$ cat src/rtl/frac_mul_pipe.sv
`timescale 1ns/1ps
// frac_mul_pipe: pipelined unsigned fractional multiplier (A/2^N * B/2^N).
// A valid/ready stage chain carries the product and a window-gate flag.
// When a gated beat reaches the output, the last non-gated product is
// replayed in place of the freshly computed one.
module frac_mul_pipe #(
    parameter int N      = 8,
    parameter int STAGES = 2
) (
    input  logic         clk,
    input  logic         rst,
    input  logic         in_valid,
    output logic         in_ready,
    input  logic [N-1:0] mul_in1,
    input  logic [N-1:0] mul_in2,
    input  logic [N-1:0] counter,
    input  logic [N-1:0] t,
    input  logic         round_mode,
    output logic         out_valid,
    input  logic         out_ready,
    output logic [N-1:0] mul_out,
    output logic         out_gated
);

    logic             advance;
    logic             accept;
    logic [2*N-1:0]   prod;
    logic [2*N-1:0]   prod_rnd;
    logic [N:0]       win_limit;
    logic             win_open;
    logic [N-1:0]     res_new;
    logic             gated_new;
    logic [N-1:0]     last_prod;

    // Index STAGES-1 is the output register; lower indices are the
    // internal pipeline stages (none when STAGES is 1).
    logic             valid_q [STAGES];
    logic [N-1:0]     res_q   [STAGES];
    logic             gated_q [STAGES];
    logic             valid_d [STAGES];
    logic [N-1:0]     res_d   [STAGES];
    logic             gated_d [STAGES];

    // The whole chain moves together whenever the output slot is free or drained.
    always_comb begin
        advance  = out_ready | ~valid_q[STAGES-1];
        in_ready = advance;
        accept   = in_valid & advance;
    end

    // Stage-1 arithmetic and window decision, computed from the incoming beat.
    always_comb begin
        prod     = {{N{1'b0}}, mul_in1} * {{N{1'b0}}, mul_in2};
        prod_rnd = prod;
        if (round_mode) begin
            prod_rnd = prod + ((2*N)'(1) << (N-1));
        end
        res_new   = N'(prod_rnd >> N);
        win_limit = (N+1)'(1) << t;
        win_open  = ({1'b0, t} >= (N+1)'(N)) | ({1'b0, counter} <= win_limit);
        gated_new = ~win_open;
    end

    // Feed of each stage: stage 0 takes the new beat, later stages take their predecessor.
    always_comb begin
        valid_d[0] = accept;
        res_d[0]   = res_new;
        gated_d[0] = gated_new;
        for (int k = 1; k < STAGES; k++) begin
            valid_d[k] = valid_q[k-1];
            res_d[k]   = res_q[k-1];
            gated_d[k] = gated_q[k-1];
        end
    end

    // Shift the chain on advance; the output stage substitutes last_prod for gated beats.
    always_ff @(posedge clk) begin
        if (rst) begin
            for (int k = 0; k < STAGES; k++) begin
                valid_q[k] <= 1'b0;
                res_q[k]   <= '0;
                gated_q[k] <= 1'b0;
            end
            last_prod <= '0;
        end else if (advance) begin
            for (int k = 0; k < STAGES-1; k++) begin
                valid_q[k] <= valid_d[k];
                res_q[k]   <= res_d[k];
                gated_q[k] <= gated_d[k];
            end
            valid_q[STAGES-1] <= valid_d[STAGES-1];
            if (valid_d[STAGES-1]) begin
                if (gated_d[STAGES-1]) begin
                    res_q[STAGES-1]   <= last_prod;
                    gated_q[STAGES-1] <= 1'b1;
                end else begin
                    res_q[STAGES-1]   <= res_d[STAGES-1];
                    gated_q[STAGES-1] <= 1'b0;
                    last_prod         <= res_d[STAGES-1];
                end
            end
        end
    end

    assign out_valid = valid_q[STAGES-1];
    assign mul_out   = res_q[STAGES-1];
    assign out_gated = gated_q[STAGES-1];

endmodule
$ cat config.mk
export PLATFORM = sky130hd
export DESIGN_NAME = frac_mul_pipe
export DESIGN_NICKNAME = d
export VERILOG_FILES = /design/src/rtl/frac_mul_pipe.sv
export SDC_FILE = /design/constraint.sdc
export NUM_CORES = 1
export LEC_CHECK = 0
export BUFFER_PORTS_ARGS = -buffer_cell sky130_fd_sc_hd__buf_2
export CORE_MARGIN = 2
export CORE_UTILIZATION = 62
export CTS_CLUSTER_SIZE = 8
export DETAILED_ROUTE_END_ITERATION = 16
export GPL_TIMING_DRIVEN = 1
export PLACE_DENSITY = 0.89
export SYNTH_ARGS = -nofsm -noshare
export SYNTH_HDL_FRONTEND = slang
export SYNTH_SLANG_ARGS = --single-unit
$ cat constraint.sdc
create_clock -name clk -period 21.6 [get_ports clk]
set_clock_uncertainty 0.15 [all_clocks]
set_input_delay 6.48 -clock clk [delete_from_list [all_inputs] [get_ports clk]]
set_output_delay 6.48 -clock clk [all_outputs]
set_load 0.02 [all_outputs]
==> results_dict.tcl <==
set metrics [dict create \
    grt_pass1_wl_mm 12.2 \
    synth_top_family_by_area "adder cells" \
    worstReg2RegEnd "res_q[1][1]$_DFFE_PP_" \
    synthArstFlopShare_pct 0 \
    post_cts_resized 0 \
    cts_buffers 3 \
    path_class "input pin to output pin" \
    ff2ff_path_depth 7 \
    clk_pin_slew_ns 0.09 \
    setup_viol 0 \
    antenna_found_initial 0 \
    area_delta_synth_final_pct 10.3 \
    synth-xor-area-share_pct 3.90 \
    yosysWarnings 0 \
    final.setup.tns_ns 0 \
    final_nets 541 \
    reg2reg_from "valid_q[0][1]$_SDFFCE_PN0P_" \
    synth_cells 380 \
    clkLatencyLatePin_ns 0.27 \
    max-slew-margin-rel_pct 58.1 \
    diodes 0 \
    ant_nets 0 \
    status "finished, final reports clean" \
    worstMarginPinSlew_ns 0.627 \
    peakVddDrop_uv 49.9 \
    cts_setup_buffers 0 \
    synth_compound_area_share_pct 10.4 \
    rsz0062_at_grt "no" \
    hold_viol_final 0 \
    place.gp.congestion 0.858 \
    cap_violations 0 \
    dp_hpwl_mm 5.59 \
    period_share_pct 63.3 \
    grt_max_degree 22 \
    wl_per_cell_um 13.6 \
    synth_top_area_share_pct 19.8 \
    rows 27 \
    drtIter0Drc 117 \
    synthTopCellsByArea "fa_1 (20%), edfxtp_1 (16%), ha_1 (15%), and2_1 (9.6%), inv_1 (5.3%)" \
    finalCriticalPeriod_ns 13.67 \
    critPathRequiredTime_ns 14.97 \
    drv_slew 0 \
    crit_path_end_kind "output pin" \
    wirelength_mm 6.76 \
    vias 2819 \
    synth_edf_count 19 \
    crit_fanout 4 \
    io_buffers 47 \
    grt-ovfl-total 0 \
    synth_adder_area_share_pct 34.7 \
    cts_max_level 1 \
    dieArea_sq_um 6320 \
    die_w_um 79.5 \
    viasPerCell 5.66 \
    core_sq_um 5510 \
    fmax_mhz 73.2 \
    hold_depth 2 \
    grt_pass1_vias 2815 \
    post_synth_num_cell_types 49 \
    pin_count 48 \
    start_util_pct 64.1 \
    clock_sinks 28 \
    hold_path_class "register to register" \
    drive_gt1_share_pct 14.8 \
    clockRootBuffer "clkbuf_8" \
    chipHeight_um 79.5 \
    ys.flop_type "edfxtp_1" \
    dr.pass1.iters 4 \
    synth.cell_area_sq_um 3530 \
    min_from "last_prod[4]$_SDFFE_PP0P_" \
    r2r_slack_ns 19.43 \
    ys_seq_elements 28 \
    cts_hold_buf 0 \
    cts_max_path_buffers 2 \
    hold_end "last_prod[4]$_SDFFE_PP0P_" \
    cts_tree "built" \
    power_density_nw_per_um2 90.2 \
    hold-worst-slack_ns 0.310 \
    crit_arrival_ns 7.04 \
    leakage_nw 1.85 \
    synthMuxAreaShare_pct 0.283 \
    postSynthAreaPerCell_sq_um 9.30 \
    synth_top_cell_by_area "fa_1" \
    synth-simple-area-share_pct 23.2 \
    drc 0 \
    synth.net_count 494 \
    track_usage_pct 23.7 \
    start_kind "input pin" \
    seq_area_frac_synth_pct 21.3 \
]
## flip-flops by register name, indices dropped and copies added, names as in the netlist
signal	count
res_q	16
last_prod	8
gated_q	2
valid_q	2
## routing by layer
layer / vias up / wire length [um] / track usage, %
li1: 1359 / - / -
met1: 1391 / 2800 / 27.9
met2: 65 / 3710 / 46.1
met3: 4 / 218 / 1.70
met4: 0 / 25 / 5.69
met5: - / 0 / 0
## worst max-delay path by stage
stage / endpoint / start / depth (start not counted)
2_1_floorplan: in_ready / out_ready / 2
3_3_place_gp: in_ready / out_ready / 4
3_5_place_dp: in_ready / out_ready / 4
4_1_cts: in_ready / out_ready / 4
5_1_grt: in_ready / out_ready / 4
6_report: in_ready / out_ready / 4
## per-stage QoR
| stage | cell area [sq um] | util [%] | total power [mW] | cells | setup WS [ns] |
|---|---|---|---|---|---|
| 2_1_floorplan | 3530 | - | 0.271 | 380 | 8.18 |
| 3_3_place_gp | 3820 | 69.4 | 0.299 | 494 | 7.97 |
| 3_5_place_dp | 3820 | 69.4 | 0.312 | 494 | 7.93 |
| 4_1_cts | 3890 | 70.7 | 0.354 | 498 | 7.93 |
| 5_1_grt | 3890 | 70.7 | 0.386 | 498 | 7.88 |
| 6_report | 3890 | 70.7 | 0.351 | 498 | 7.93 |
## cells in the mapped netlist, drive strengths merged, types with 4 or more instances
master   n
a211oi   4
a21oi   21
and2    54
dfxtp    9
edfxtp  19
fa      35
ha      42
inv     50
nand2   42
nand2b   6
nand3    5
nand4    8
nor2    17
nor2b    5
nor3     5
o21ai    9
xnor2    9
xor2     5
## worst max-delay path, stage by stage
cell	delay, ns
buf_2	0.10
nor2b_1	0.18
inv_1	0.11
buf_2	0.17
## cell families (layout without fill, tap and decap cells)
logic type	count (synthesis)	after routing
AND/OR/NAND/NOR	152	152
adder cells (fa/ha/maj)	77	77
buffers and inverters	55	101
AO/OA/AOI/OAI	53	53
flip-flops	28	28
XOR/XNOR	14	14
multiplexers	1	1
## power by group
group | internal [mW] | switching [mW]
registers | 0.0695 | 0.00253
logic | 0.102 | 0.137
clock network | 0.0248 | 0.0152
## cells in the final DEF (no fill, tap or decap), types with 2 or more instances in the layout
cell type / synthesis / final
and2_1: 54 / 54
inv_1: 50 / 50
buf_2: 0 / 47
nand2_1: 42 / 42
ha_1: 42 / 42
fa_1: 35 / 35
a21oi_1: 21 / 21
edfxtp_1: 19 / 19
nor2_1: 17 / 17
dfxtp_1: 9 / 9
o21ai_0: 8 / 8
nand4_1: 7 / 7
xnor2_1: 7 / 7
nand2b_1: 6 / 6
nor2b_1: 5 / 5
nor3_1: 5 / 5
nand3_1: 5 / 5
xor2_1: 5 / 5
o21bai_1: 3 / 3
clkbuf_8: 0 / 3
a31oi_1: 2 / 2
a211oi_1: 2 / 2
a211o_1: 2 / 2
o21a_1: 2 / 2
xnor2_2: 2 / 2
a21o_1: 2 / 2
## area by class of cell
class | count | area [sq um]
Inverter | 50 | 188
Tap cell | 72 | 90.1
Timing Repair Buffer | 47 | 235
Multi-Input combinational cell | 297 | 2560
Clock inverter | 1 | 30.0
Sequential cell | 28 | 751
Clock buffer | 3 | 41.3
Fill cell | 439 | 1610
(Power assumes the default switching activity.)
